$ cat src/rtl/c17_bist_ctrl.sv
// c17_bist_ctrl: built-in self-test controller for the c17 NAND2 netlist.
// A 5-bit LFSR (x^5+x^3+1) drives the c17 inputs, and an 8-bit MISR
// (x^8+x^6+x^5+x^4+1) compacts the two c17 outputs. After the run, the final
// signature is compared against GOLDEN_SIG.
// Optional feature macro: C17_BIST_ZERO_VEC_EN. When it is defined, the
// all-zero vector is applied once before the LFSR sequence.
module c17_bist_ctrl #(
    parameter int unsigned NUM_PATTERNS = 31,      // 1..255
    parameter logic [4:0]  LFSR_SEED    = 5'h1F,   // must be non-zero
    parameter logic [7:0]  MISR_SEED    = 8'h00,
    parameter logic [7:0]  GOLDEN_SIG   = 8'h00
) (
    input  logic       clk,
    input  logic       rst,
    input  logic       start,
    input  logic       abort,
    output logic [4:0] tpg,
    input  logic [1:0] resp,
    output logic       busy,
    output logic       done,
    output logic       pass,
    output logic [7:0] sig
);

    localparam logic [1:0] StIdle = 2'd0;
    localparam logic [1:0] StRun  = 2'd1;
    localparam logic [1:0] StCmp  = 2'd2;
    localparam logic [1:0] StDone = 2'd3;

    localparam logic [7:0] LastCnt = 8'(NUM_PATTERNS - 1);

    logic [1:0] state_q, state_d;
    logic [4:0] lfsr_q, lfsr_d;
    logic [7:0] misr_q, misr_d;
    logic [7:0] cnt_q, cnt_d;
    logic       pass_q, pass_d;
    logic [4:0] lfsr_step;
    logic [7:0] misr_step;
`ifdef C17_BIST_ZERO_VEC_EN
    // High during the single zero-vector cycle at the start of a run.
    logic       zv_q, zv_d;
`endif

    // One step of the pattern generator and the response compactor.
    always_comb begin
        lfsr_step = {lfsr_q[3:0], lfsr_q[4] ^ lfsr_q[2]};
        misr_step = {misr_q[6:0], misr_q[7] ^ misr_q[5] ^ misr_q[4] ^ misr_q[3]}
                    ^ {6'b0, resp};
    end

    // Next-state logic; abort overrides both start and run progress.
    always_comb begin
        state_d = state_q;
        lfsr_d  = lfsr_q;
        misr_d  = misr_q;
        cnt_d   = cnt_q;
        pass_d  = pass_q;
`ifdef C17_BIST_ZERO_VEC_EN
        zv_d    = zv_q;
`endif
        if (abort) begin
            // The signature is kept so a partial run can still be inspected.
            state_d = StIdle;
            lfsr_d  = 5'h00;
            pass_d  = 1'b0;
`ifdef C17_BIST_ZERO_VEC_EN
            zv_d    = 1'b0;
`endif
        end else begin
            case (state_q)
                StIdle, StDone: begin
                    if (start) begin
                        state_d = StRun;
                        misr_d  = MISR_SEED;
                        cnt_d   = 8'd0;
                        pass_d  = 1'b0;
`ifdef C17_BIST_ZERO_VEC_EN
                        // TPG stays a plain flop: zero first, then the seed.
                        lfsr_d  = 5'h00;
                        zv_d    = 1'b1;
`else
                        lfsr_d  = LFSR_SEED;
`endif
                    end
                end
                StRun: begin
                    misr_d = misr_step;
`ifdef C17_BIST_ZERO_VEC_EN
                    if (zv_q) begin
                        // The zero vector does not count as an LFSR pattern.
                        lfsr_d = LFSR_SEED;
                        zv_d   = 1'b0;
                    end else begin
                        lfsr_d = lfsr_step;
                        cnt_d  = cnt_q + 8'd1;
                        if (cnt_q == LastCnt) begin
                            state_d = StCmp;
                        end
                    end
`else
                    lfsr_d = lfsr_step;
                    cnt_d  = cnt_q + 8'd1;
                    if (cnt_q == LastCnt) begin
                        state_d = StCmp;
                    end
`endif
                end
                StCmp: begin
                    pass_d  = (misr_q == GOLDEN_SIG);
                    state_d = StDone;
                end
                default: state_d = StIdle;
            endcase
        end
    end

    // State registers with synchronous active-high reset.
    always_ff @(posedge clk) begin
        if (rst) begin
            state_q <= StIdle;
            lfsr_q  <= 5'h00;
            misr_q  <= 8'h00;
            cnt_q   <= 8'd0;
            pass_q  <= 1'b0;
`ifdef C17_BIST_ZERO_VEC_EN
            zv_q    <= 1'b0;
`endif
        end else begin
            state_q <= state_d;
            lfsr_q  <= lfsr_d;
            misr_q  <= misr_d;
            cnt_q   <= cnt_d;
            pass_q  <= pass_d;
`ifdef C17_BIST_ZERO_VEC_EN
            zv_q    <= zv_d;
`endif
        end
    end

    // Outputs decoded from state; pass_q is cleared whenever DONE is left.
    always_comb begin
        tpg  = lfsr_q;
        sig  = misr_q;
        busy = (state_q == StRun) || (state_q == StCmp);
        done = (state_q == StDone);
        pass = pass_q & done;
    end

endmodule
$ cat config.mk
export PLATFORM = sky130hd
export DESIGN_NAME = c17_bist_ctrl
export DESIGN_NICKNAME = d
export VERILOG_FILES = /design/src/rtl/c17_bist_ctrl.sv
export SDC_FILE = /design/constraint.sdc
export NUM_CORES = 1
export LEC_CHECK = 0
export ABC_AREA = 0
export ABC_CLOCK_PERIOD_IN_PS = 3950
export CAP_MARGIN = 5
export CORE_UTILIZATION = 35
export CTS_BUF_LIST = sky130_fd_sc_hd__clkbuf_16
export CTS_CLUSTER_DIAMETER = 60
export DETAILED_ROUTE_END_ITERATION = 16
export GPL_TIMING_DRIVEN = 1
export SLEW_MARGIN = 20
export SYNTH_ARGS = -nofsm -noshare
export SYNTH_HDL_FRONTEND = slang
export SYNTH_SLANG_ARGS = --single-unit
$ cat constraint.sdc
create_clock -name clk -period 3.95 [get_ports clk]
set_input_delay 0.79 -clock clk [delete_from_list [all_inputs] [get_ports clk]]
set_output_delay 0.79 -clock clk [all_outputs]
set_load 0.02 [all_outputs]
Word level (Yosys, flattened, before mapping)
Cells that the tools add are included.
Cells by class
  add/subtract/negate cells: 1
  equal/unequal tests: 6
  mux-type cells: 10
  bitwise gates (word level): 7
  reductions and logical operators: 11
Operators with widths (number)
  8-bit case mux with 2 select lines: 2
  5-bit case mux with 2 select lines: 1
  8-bit by 1-bit adder with 8-bit output, second input constant: 1
  8-bit by 5-bit == test with 1-bit output, second input constant: 1
  8-bit zero test: 1
  8-bit 2-to-1 mux: 1
  8-bit by 2-bit XOR with 8-bit output: 1
  2-bit case mux with 3 select lines: 1
  2-bit AND reduction: 3
  5-bit 2-to-1 mux: 1
  2-bit == test, second input constant: 2
  2-bit 2-to-1 mux: 2
  2-bit inequality test, second input constant: 2
  2-bit nonzero test: 2
  2-bit OR reduction: 2
  1-bit XOR: 4
  3-bit AND reduction: 1
  2-bit by 1-bit == test with 1-bit output, second input constant: 1
  2-bit zero test: 1
  1-bit case mux with 2 select lines: 1
  1-bit bitwise AND: 1
  1-bit logical OR: 1
  1-bit 2-to-1 mux: 1
  1-bit inverter: 1
Storage, ports and cells
  register bits: 24
  output and inout port bits: 16
  logic and storage cells: 40

Longest topological paths before layout
  word-level depth: 5
  depth in mapped cells: 7
  depth with buffers taken out: 6

Least setup slack after synthesis
OpenSTA, ideal clock, no wires.
  path kind: input -> register
  start point: input start
  end point: register cnt_q[0]
  library setup time: 0.124 ns
  data arrival time: 1.600 ns
  required time: 3.826 ns
  setup slack: 2.226 ns
  stages: 5
  cell sequence: nand2b_1 > buf_2 > nand2_1 > o21bai_2 > nor2_1
Between the ends
  word-level cells in the longest chain between the ends: 2
RTL lines
  from (decl): line 15  | input logic start,
  2-bit inequality test (no source line)
  3-bit AND reduction (no source line)
  to (signal assigned): line 132  | cnt_q <= cnt_d;
  to (decl): line 35  | logic [7:0] cnt_q, cnt_d;
No other way between the ends.
A chain may end at the register's enable or synchronous reset.

Final worst setup path
  start point: register state_q[0]
  end point: output busy
Between the ends
  word-level cells in the longest chain between the ends: 2
  elaborated cells between the ends (all ways): 3
RTL lines
  from (decl): line 32  | logic [1:0] state_q, state_d;
  from (signal assigned): line 120  | state_q <= StIdle;
  from (signal assigned): line 129  | state_q <= state_d;
  2-bit by 1-bit == test with 1-bit output or 2-bit == test (tied branches): line 144  | busy = (state_q == StRun) || (state_q == StCmp);
  1-bit logical OR *: line 144
  to (decl): line 19  | output logic busy,
Mark *: on every way between the ends. The rest lies on a longest branch, timed or not.

==> impl_metrics.csv <==
group,metric,value,unit
critical_path,worstPathRequired,3.16,ns
yosys,synth_flop_cell,"dfxtp_1",
grt,grt_max_degree,15,
floorplanning,die_height,59.1,um
power_and_ir_drop,leakage,0.546,nW
critical_path,cp_top_family,"buffers and inverters",
timing,setup_viol,0,
yosys,synth_top_family_by_area,"simple AND/OR/NAND/NOR gates",
critical_path,path_cells,"inv_1 -> ha_1 -> inv_1 -> clkdlybuf4s50_1",
cells_and_area,fillers,311,
drt,wirelength,2.39,mm
yosys,yosysMostFrequentCell,"dfxtp_1",
power_and_ir_drop,p_total,0.617,mW
drt,initialDrtViolationCount,50,
timing,finalCritPeriodShare,64.8,%
clock_network,post_cts_resized,0,
drt,vias,978,
yosys,synth_area_leaders,"dfxtp_1 42%, ha_1 6.6%, xor2_1 6.1%",
critical_path,path_depth,4,
run,cap_violations,0,
timing,tns,0,ns
floorplanning,die_area,0.00350,mm^2
yosys,synth-compound-area-share,13.8,%
clock_network,cts_num_sinks,24,
grt,grt_pass1_wl,3.84,mm
cells_and_area,multi_input_area,622,um^2
critical_path,crit_arrival,1.77,ns
drt,vias_per_cell,5.04,
yosys,synth_edf_count,0,
yosys,synth.distinct_cells,32,
yosys,async_flop_share,0,%
power_and_ir_drop,peakVddDrop,0.000189,V
grt,grt_use_total,14.5,%
yosys,yosys.area_share.adder,6.57,%
clock_network,cts_tree,"done",
min_path,hold_class,"reg -> reg",
place,dp_slack,1.46,ns
timing,clock.fmax,0.390,GHz
grt,gr-total-overflow,0,
clock_network,clkLatencyLatePin,0.26,ns
cells_and_area,synthToLayoutAreaGrowth,30.6,%
place,io_buffers,21,
cells_and_area,nNetsFinal,163,
critical_path,r2r_start,"state_q[0]",
yosys,synth-warning-count,0,
clock_network,h-tree-depth,1,
status,status,"completed",
cells_and_area,drive_above_1_share,6.00,%
critical_path,rrSetupSlack,1.85,ns
clock_network,cts_buffer_depth,2,
yosys,ys_seq_elements,24,
cells_and_area,seq_area,480,um^2
critical_path,critPathMaxStageDelay,0.59,ns
critical_path,crit_slowest_cell,"clkdlybuf4s50_1",
yosys,synth_nets,142,
timing,tightest_slew,0.528,ns
drt,wire_per_inst,12.3,um
yosys,synth-xor-area-share,9.64,%
critical_path,cp_max_fo,5,
floorplanning,core_area,0.00308,mm^2
cells_and_area,utilization,48.5,%
min_path,min_to,"pass_q",
timing,rsz0062_at_grt,"no",
yosys,synth-simple-area-share,24.4,%
critical_path,crit_type,"reg -> out",
critical_path,reg2reg_depth,6,
power_and_ir_drop,power_density,414,mW/mm^2
floorplanning,core.rowCount,20,
clock_network,cts-buffers-inserted,3,
critical_path,endpoint_kind,"output port",
min_path,min_path_cells,2,
yosys,avgSynthCellArea,8.79,um^2
critical_path,crit_top_cell,"inv_1",
yosys,seq_area_frac_synth,42.1,%
grt,grt_pass1_vias,857,
yosys,synth_common_cells,"24 x dfxtp_1, 14 x nor2_1, 12 x nand2_1",
place,place.gp.congestion,0.721,
critical_path,start_kind,"flop",
place,dp_cells,190,
cells_and_area,n_antenna_cell,0,
grt,grt_antenna_before_repair,0,
floorplanning,initial_core_util,37.1,%
clock_network,post_cts_buffers,0,
clock_network,hold_buffers,0,
drt,drcViolationCount,0,
yosys,yosys.area.top_type,"dfxtp_1",
drt,drtPass1Iterations,4,
yosys,synth.top_cell.area_share,42.1,%
floorplanning,fp.dieW,59.1,um
clock_network,cts_root_buffer,"clkbuf_16",
yosys,syn-instance-count,130,
yosys,synth_mux_area_share,0,%
cells_and_area,stdcell_count,194,
floorplanning,ios,22,
critical_path,reg2reg_to,"cnt_q[4]",
yosys,netlist_area,0.00114,mm^2
clock_network,path_clk_slew,0.06,ns
critical_path,path_buf_inv,3,
timing,slew_viol_final,0,
timing,final.min_clock_period,2.56,ns
timing,relSlewSlack,64.8,%
timing,hold_viol_final,0,
place,dp_hpwl,1.73,mm
timing,fin_ws,1.39,ns
timing,clock-skew-final,0.00286,ns
drt,ant_nets,0,
min_path,min-delay-start,"pass_q",
## per-stage QoR
stage	hold WS (ns)	area, um^2
2_1_floorplan	0.449	1140
5_1_grt	0.522	1490
3_5_place_dp	0.475	1390
6_report	0.488	1490
4_1_cts	0.484	1490
3_3_place_gp	0.472	1390
## tightest hold or removal path: cells and delay by family (launching register included)
kind	cells	cell delay (ns)
compound gates	2	0.14
flops	1	0.31
## worst max path at each step
stage / startpoint / to / slack [ns]
floorplan: start / cnt_q[0] / 2.23
global placement: start / cnt_q[7] / 1.51
detailed placement: start / cnt_q[4] / 1.46
CTS: state_q[0] / busy / 1.38
global route: state_q[0] / busy / 1.30
finish: state_q[0] / busy / 1.39
## area by class of cell
cell class | count | area share (%)
Multi-Input combinational cell | 96 | 41.7
Sequential cell | 24 | 32.2
Timing Repair Buffer | 21 | 14.1
Clock buffer | 3 | 5.03
Tap cell | 44 | 3.69
Clock inverter | 1 | 2.01
Inverter | 5 | 1.26
## per-layer routing
| layer | global-route usage (%) | share of wire (%) | up-vias |
|---|---|---|---|
| met3 | 3.49 | 4.3 | 3 |
| met1 | 19.7 | 48 | 458 |
| met5 | 0 | 0 | - |
| met4 | 4.08 | 1.0 | 0 |
| li1 | - | - | 493 |
| met2 | 22.9 | 46 | 24 |
## layout by cell type (no fill, tap or decap), types with 2 or more instances in the layout
cell             instances
a21oi_1                 11
and2_1                   4
clkbuf_16                3
clkdlybuf4s50_1         21
dfxtp_1                 24
ha_1                     6
inv_1                    5
nand2_1                 12
nand3_1                 11
nand4_1                  4
nor2_1                  14
o21ai_0                  2
o22ai_1                  5
xnor2_1                  2
xor2_1                   8
## cells by family after synthesis
family | after synthesis
AOI/OAI and AO/OA | 24
xor gates and xnor gates | 11
adders and majority gates | 6
buffers and inverters | 10
DFF | 24
and+or+nand+nor | 55
## flip-flops by register name, indices dropped and copies added, names as in the netlist
register  flops
state_q       2
pass_q        1
cnt_q         8
tpg           5
sig           8
## where the power goes
part / internal, mW / switching, mW
clock: 0.201 / 0.0871
sequential: 0.249 / 0.00661
combinational: 0.0305 / 0.0428
Power figures use the tool's default switching activity.
